$ cat src/rtl/dbg_trace_pkg.sv
// Shared state encoding and trace-entry layout for the retirement trace buffer.
// Define DBG_TRACE_MEMWT_EN to also record the memory-write fields in each entry.
package dbg_trace_pkg;

  typedef enum logic [2:0] {
    ST_IDLE   = 3'd0,
    ST_ARMED  = 3'd1,
    ST_POST   = 3'd2,
    ST_FROZEN = 3'd3,
    ST_DRAIN  = 3'd4
  } state_e;

  localparam int UPC_W    = 8;
  localparam int EIP_W    = 32;
  localparam int RES_W    = 64;
  localparam int TS_FLD_W = 16;

  // Memory-write fields, when present, occupy the low end of the entry.
`ifdef DBG_TRACE_MEMWT_EN
  localparam int WT_DATA_LSB = 0;
  localparam int WT_ADDR_LSB = 64;
  localparam int WT_LSB      = 96;
  localparam int RES_LSB     = 97;
`else
  localparam int RES_LSB     = 0;
`endif

  localparam int EIP_LSB = RES_LSB + RES_W;
  localparam int UPC_LSB = EIP_LSB + EIP_W;
  localparam int TS_LSB  = UPC_LSB + UPC_W;
  localparam int ENTRY_W = TS_LSB + TS_FLD_W;

endpackage

$ cat src/rtl/dbg_trace_ram.sv
// DEPTH x W trace storage: one write port, one read port with a registered,
// reset-cleared read output that holds its value while re_i is low.
module dbg_trace_ram #(
  parameter int DEPTH = 16,
  parameter int W     = 120
) (
  input  logic                     clk_i,
  input  logic                     rst_i,
  input  logic                     we_i,
  input  logic [$clog2(DEPTH)-1:0] waddr_i,
  input  logic [W-1:0]             wdata_i,
  input  logic                     re_i,
  input  logic [$clog2(DEPTH)-1:0] raddr_i,
  output logic [W-1:0]             rdata_o
);

  logic [W-1:0] mem_q [DEPTH];
  logic [W-1:0] rdata_q;

  always_ff @(posedge clk_i) begin
    if (we_i) begin
      mem_q[waddr_i] <= wdata_i;
    end
  end

  always_ff @(posedge clk_i) begin
    if (rst_i) begin
      rdata_q <= '0;
    end else if (re_i) begin
      rdata_q <= mem_q[raddr_i];
    end
  end

  assign rdata_o = rdata_q;

endmodule

$ cat src/rtl/dbg_trace_buffer.sv
// Retirement trace recorder: circular capture of retired micro-ops, freeze on
// EIP trigger or stop, oldest-first drain. DBG_TRACE_MEMWT_EN adds mem-write fields.
module dbg_trace_buffer
  import dbg_trace_pkg::*;
#(
  parameter int DEPTH = 16,
  parameter int TS_W  = 16
) (
  input  logic                     CLK,
  input  logic                     RST,
  input  logic                     wb_v,
  input  logic                     wb_stall,
  input  logic [31:0]              wb_eip,
  input  logic [7:0]               wb_upc,
  input  logic [63:0]              wb_result,
  input  logic                     wb_mem_wt,
  input  logic [31:0]              wb_mem_wt_addr,
  input  logic [63:0]              wb_mem_wt_data,
  input  logic                     arm,
  input  logic                     stop,
  input  logic                     trig_en,
  input  logic [31:0]              trig_eip,
  input  logic [$clog2(DEPTH):0]   post_cnt,
  input  logic                     drain,
  output logic                     rd_valid,
  input  logic                     rd_ready,
  output logic [ENTRY_W-1:0]       rd_data,
  output logic                     rd_last,
  output logic [2:0]               state,
  output logic [$clog2(DEPTH):0]   count,
  output logic                     triggered
);

  localparam int AW = $clog2(DEPTH);
  localparam int CW = AW + 1;

  state_e          state_q, state_d;
  logic [AW-1:0]   wptr_q, wptr_d;
  logic [CW-1:0]   count_q, count_d;
  logic [CW-1:0]   remain_q, remain_d;
  logic            trig_q, trig_d;
  logic            rd_valid_q, rd_valid_d;
  logic [TS_W-1:0] ts_q;

  logic               cap, hit, re;
  logic [AW-1:0]      raddr;
  logic [ENTRY_W-1:0] wdata;

  // Arm in the same cycle drops the capture, since the session restarts.
  assign cap = wb_v & ~wb_stall & ~arm & ((state_q == ST_ARMED) | (state_q == ST_POST));
  assign hit = cap & trig_en & (wb_eip == trig_eip) & (state_q == ST_ARMED);

  always_comb begin
    wdata = '0;
    wdata[RES_LSB +: RES_W]    = wb_result;
    wdata[EIP_LSB +: EIP_W]    = wb_eip;
    wdata[UPC_LSB +: UPC_W]    = wb_upc;
    wdata[TS_LSB +: TS_FLD_W]  = TS_FLD_W'(ts_q);
`ifdef DBG_TRACE_MEMWT_EN
    wdata[WT_LSB]              = wb_mem_wt;
    wdata[WT_ADDR_LSB +: 32]   = wb_mem_wt_addr;
    wdata[WT_DATA_LSB +: 64]   = wb_mem_wt_data;
`endif
  end

`ifndef DBG_TRACE_MEMWT_EN
  logic unused_memwt;
  assign unused_memwt = ^{wb_mem_wt, wb_mem_wt_addr, wb_mem_wt_data};
`endif

  // Drain handshake: rd_valid, once high, stays high with rd_data unchanged
  // until a cycle with rd_valid & rd_ready; that cycle completes one beat.
  always_comb begin
    state_d    = state_q;
    wptr_d     = wptr_q;
    count_d    = count_q;
    remain_d   = remain_q;
    trig_d     = trig_q;
    rd_valid_d = rd_valid_q;
    re         = 1'b0;
    raddr      = wptr_q - count_q[AW-1:0];

    if (arm && (state_q != ST_DRAIN)) begin
      state_d  = ST_ARMED;
      wptr_d   = '0;
      count_d  = '0;
      remain_d = '0;
      trig_d   = 1'b0;
    end else begin
      if (cap) begin
        wptr_d = wptr_q + 1'b1;
        if (count_q != CW'(DEPTH)) begin
          count_d = count_q + 1'b1;
        end
      end
      case (state_q)
        ST_ARMED: begin
          if (hit) begin
            trig_d = 1'b1;
          end
          if (stop) begin
            state_d = ST_FROZEN;
          end else if (hit) begin
            if (post_cnt == '0) begin
              state_d = ST_FROZEN;
            end else begin
              remain_d = post_cnt;
              state_d  = ST_POST;
            end
          end
        end
        ST_POST: begin
          if (stop) begin
            state_d = ST_FROZEN;
          end else if (cap) begin
            remain_d = remain_q - 1'b1;
            if (remain_q == CW'(1)) begin
              state_d = ST_FROZEN;
            end
          end
        end
        ST_FROZEN: begin
          if (drain && (count_q != '0)) begin
            state_d = ST_DRAIN;
          end
        end
        ST_DRAIN: begin
          if (!rd_valid_q) begin
            re         = 1'b1;
            rd_valid_d = 1'b1;
          end else if (rd_ready) begin
            count_d = count_q - 1'b1;
            if (count_q == CW'(1)) begin
              rd_valid_d = 1'b0;
              state_d    = ST_IDLE;
            end else begin
              re    = 1'b1;
              raddr = wptr_q - count_q[AW-1:0] + 1'b1;
            end
          end
        end
        default: ;
      endcase
    end
  end

  always_ff @(posedge CLK) begin
    if (RST) begin
      state_q    <= ST_IDLE;
      wptr_q     <= '0;
      count_q    <= '0;
      remain_q   <= '0;
      trig_q     <= 1'b0;
      rd_valid_q <= 1'b0;
      ts_q       <= '0;
    end else begin
      state_q    <= state_d;
      wptr_q     <= wptr_d;
      count_q    <= count_d;
      remain_q   <= remain_d;
      trig_q     <= trig_d;
      rd_valid_q <= rd_valid_d;
      ts_q       <= ts_q + 1'b1;
    end
  end

  dbg_trace_ram #(
    .DEPTH (DEPTH),
    .W     (ENTRY_W)
  ) u_ram (
    .clk_i   (CLK),
    .rst_i   (RST),
    .we_i    (cap),
    .waddr_i (wptr_q),
    .wdata_i (wdata),
    .re_i    (re),
    .raddr_i (raddr),
    .rdata_o (rd_data)
  );

  assign rd_valid  = rd_valid_q;
  assign rd_last   = rd_valid_q & (count_q == CW'(1));
  assign state     = state_q;
  assign count     = count_q;
  assign triggered = trig_q;

endmodule

$ cat config.mk
export PLATFORM = sky130hd
export DESIGN_NAME = dbg_trace_buffer
export DESIGN_NICKNAME = d
export VERILOG_FILES = /design/src/rtl/dbg_trace_pkg.sv /design/src/rtl/dbg_trace_ram.sv /design/src/rtl/dbg_trace_buffer.sv
export SDC_FILE = /design/constraint.sdc
export NUM_CORES = 2
export LEC_CHECK = 0
export CORE_AREA = 2 2 488 490
export CTS_CLUSTER_DIAMETER = 40
export DETAILED_ROUTE_END_ITERATION = 10
export DIE_AREA = 0 0 490 492
export PLACE_DENSITY = 0.53
export REMOVE_ABC_BUFFERS = 1
export SETUP_SLACK_MARGIN = 0.15
export SYNTH_ARGS = -nofsm -noshare
export SYNTH_HDL_FRONTEND = slang
export SYNTH_HIERARCHICAL = 1
export SYNTH_SLANG_ARGS = --single-unit
$ cat constraint.sdc
create_clock -name CLK -period 34.5 [get_ports CLK]
set_clock_uncertainty 0.05 [all_clocks]
set_input_delay 6.9 -clock CLK [delete_from_list [all_inputs] [get_ports CLK]]
set_output_delay 6.9 -clock CLK [all_outputs]
set_load 0.05 [all_outputs]
==> run_results.csv <==
group,metric,value,unit
power_and_ir_drop,cellPowerDensity,63.4,nW/um2
setup_path,arrival,13.69,ns
sta,finalHoldViolCount,0,
place,port_buffers,280,
die,num_rows,179,
setup_path,crit_required,35.23,ns
sta,layout_setup_ws,21.54,ns
detailed_routing,avgViaCountPerCell,5.06,
clock_tree,cts_root_buf,"clkbuf_16",
cells_and_area,fillers,21151,
detailed_routing,firstDrtPassIters,7,
sta,min_period,12.96,ns
setup_path,worstSetupStartpointType,"input port",
die,die-height,492,um
setup_path,timing.critical_path.buf_inv,6,
detailed_routing,ant_nets,0,
clock_tree,clk_pin_slew,0.05,ns
sta,period_share,37.6,%
logic_synthesis,yosysWarnings,6,
clock_tree,cts_resized,0,
logic_synthesis,synth_top_area_cell,"edfxtp_1",
global_routing,antenna_found_initial,27,
sta,drv_slew,0,
sta,rsz0062_at_grt,"no",
logic_synthesis,ys_seq_area_share,76.2,%
detailed_routing,drc_errors,0,
power_and_ir_drop,irDropWorstVdd,0.0000372,V
sta,slew_headroom,16.3,%
logic_synthesis,synth_top_cell_area_share,72.3,%
sta,tightest_slew,1.26,ns
logic_synthesis,netlist_instances,4791,
place,pre_cts_ws,20.63,ns
die,coreArea,236000,um2
clock_tree,post_cts_buffers,0,
clock_tree,htreeDepth,5,
logic_synthesis,synth_cell_type_count,57,
cells_and_area,drive_above_1_share,11.5,%
clock_tree,tritoncts,"yes",
logic_synthesis,async_flop_share,0,%
clock_tree,clk_latency,0.92,ns
setup_path,crit_path_max_incr_delay,1.02,ns
logic_synthesis,syn_avg_cell_area,16.6,um2
setup_path,cp_top_family,"buffers and inverters",
clock_tree,hold_buffers,0,
clock_tree,cts.sinks,2075,
power_and_ir_drop,power.leakage,30.3,nW
clock_tree,cts_max_path_buffers,4,
setup_path,worstPathCellList,"clkdlybuf4s50_1 > nand3_1 > a21oi_1 > nand2_1 > xnor2_2 > buf_12 > buf_4 > buf_4 > buf_4 > buf_4 > mux2i_1 > a22oi_1 > nand3_1 > nand3_1",
logic_synthesis,synth_edf_count,1920,
power_and_ir_drop,power.total,0.00616,W
setup_path,worst-path-max-fanout,120,
min_path,worstHoldPathType,"flip-flop to flip-flop",
cells_and_area,nets,5474,
setup_path,crit_top_cell,"buf_4",
setup_path,crit_type,"input port to flip-flop",
setup_path,slowest_stage,"buf_4",
place,gp_congestion,0.726,
detailed_routing,wl,212000,um
clock_tree,numCtsBuffers,326,
global_routing,grt_pass1_wl,304000,um
detailed_routing,vias,43780,
global_routing,overflow,0,
logic_synthesis,synth_area_leaders,"edfxtp_1 72%, mux2i_1 12%, dfxtp_1 3.9%",
sta,fmax,77.1,MHz
die,initial_utilization,33.7,%
global_routing,grt_pass1_vias,43593,
detailed_routing,detail_route.iter0.violations,3600,
die,die-width,490,um
global_routing,grt_use_total,17.2,%
logic_synthesis,synthesis.area,79700,um2
global_routing,grt_start_max_net_pins,125,
flow_run,maxCapViolations,0,
die,io_pins,378,
logic_synthesis,synth-seq-cells,2075,
place,hpwl,97800,um
setup_path,crit_path_end_kind,"flip-flop",
logic_synthesis,ys_top_cells_by_count,"1920 x edfxtp_1, 960 x mux2i_1, 390 x nand2_1, 368 x nand3_1, 258 x a21oi_1",
cells_and_area,syn_to_final_growth,21.9,%
logic_synthesis,synth.most_common_cell,"edfxtp_1",
detailed_routing,wl_per_cell,24.5,um
die,die_area,241000,um2
outcome,outcome,"completed",
sta,setup_violations,0,
logic_synthesis,synth_ff_type,"edfxtp_1",
-- metal layers --
| metal | vias up | part of all wire [%] | wire length (um) | GRT usage [%] |
|---|---|---|---|---|
| met5 | - | 0.039 | 83 | 0 |
| met4 | 10 | 2.0 | 4210 | 4.84 |
| met3 | 315 | 5.8 | 12300 | 3.74 |
| met2 | 1214 | 46 | 98300 | 26.9 |
| met1 | 22650 | 46 | 97200 | 23.9 |
| li1 | 19591 | - | - | - |
-- logic make-up after synthesis --
logic type      synth area share (%)
flops                           76.2
buf+inv                         1.79
simple gates                    4.94
fa+ha+maj                      0.198
compound gates                  4.24
mux                             12.1
xor+xnor                       0.571
-- where the power goes --
group	internal [W]	switching, W	total [W]
Clock	0.00212	0.00117	0.00329
Sequential	0.00275	0.00000332	0.00275
Combinational	0.0000368	0.0000727	0.000109
Total	0.00491	0.00125	0.00616
-- cell usage in the layout, fill, tap and decap left out, types with 10 or more instances in the layout --
cell	instances
clkinv_4	25
diode_2	11
clkinv_1	18
nor3_1	11
clkdlybuf4s50_1	280
inv_1	14
bufinv_16	44
clkbuf_8	11
clkbuf_16	330
nor2_1	35
ha_1	11
o21ai_0	10
inv_6	36
buf_4	65
mux2i_1	960
a22oi_1	241
clkinvlp_4	36
clkbuf_1	45
nand3_1	368
nand4_1	14
xnor2_1	20
edfxtp_1	1920
nand2_1	390
dfxtp_1	155
clkinv_2	26
a21oi_1	258
xor2_1	31
nor2_4	14
buf_12	15
-- registers in the layout (all words and copies together) (netlist names) --
signal / flops
u_ram/mem_q: 1920
u_ram/rdata_o: 120
ts_q: 16
count: 5
remain_q: 5
wptr_q: 4
state: 3
rd_valid: 1
triggered: 1
-- stage by stage --
stage / util (%) / hold slack (ns) / std cells / setup TNS [ns] / instance area (um2)
2_1_floorplan: - / 0.400 / 4527 / -5608.36 / 78400
3_3_place_gp: 36.4 / 0.390 / 8054 / 0 / 86100
3_5_place_dp: 36.4 / 0.391 / 8054 / 0 / 86100
4_1_cts: 41.1 / 0.404 / 8636 / 0 / 97100
5_1_grt: 41.1 / 0.427 / 8640 / 0 / 97200
6_report: 41.1 / 0.399 / 8647 / 0 / 97200
-- worst paths after layout --
check	slack, ns	cells past startpoint	startpoint	to
max	21.54	14	rd_ready	u_ram/rdata_o[102]
min	0.40	2	u_ram/rdata_o[21]	u_ram/rdata_o[21]
max reg2reg	26.96	15	state[2]	u_ram/rdata_o[102]
min reg2reg	0.40	2	u_ram/rdata_o[21]	u_ram/rdata_o[21]
-- worst register-to-register path: stages, from the launching register on --
cell	delay, ns
dfxtp_1	0.45
inv_1	0.13
nor3_1	0.44
nand3_1	0.24
a21oi_1	0.50
nand2_1	0.18
xnor2_2	0.20
buf_12	0.67
buf_4	0.96
buf_4	0.86
buf_4	1.01
buf_4	1.08
mux2i_1	0.31
a22oi_1	0.12
nand3_1	0.15
nand3_1	0.08
-- final cells by class --
type / count / area [um2] / share of cell area [%]
antenna: 11 / 27.5 / 0.0283
clock buffer: 386 / 8580 / 8.83
clock inverter: 196 / 2470 / 2.54
inverter: 15 / 56.3 / 0.0579
multi-input combinational: 2437 / 17700 / 18.2
sequential: 2075 / 60800 / 62.5
tap: 3167 / 3960 / 4.08
timing repair buffer: 360 / 3590 / 3.70
(Power assumes the default switching activity.)
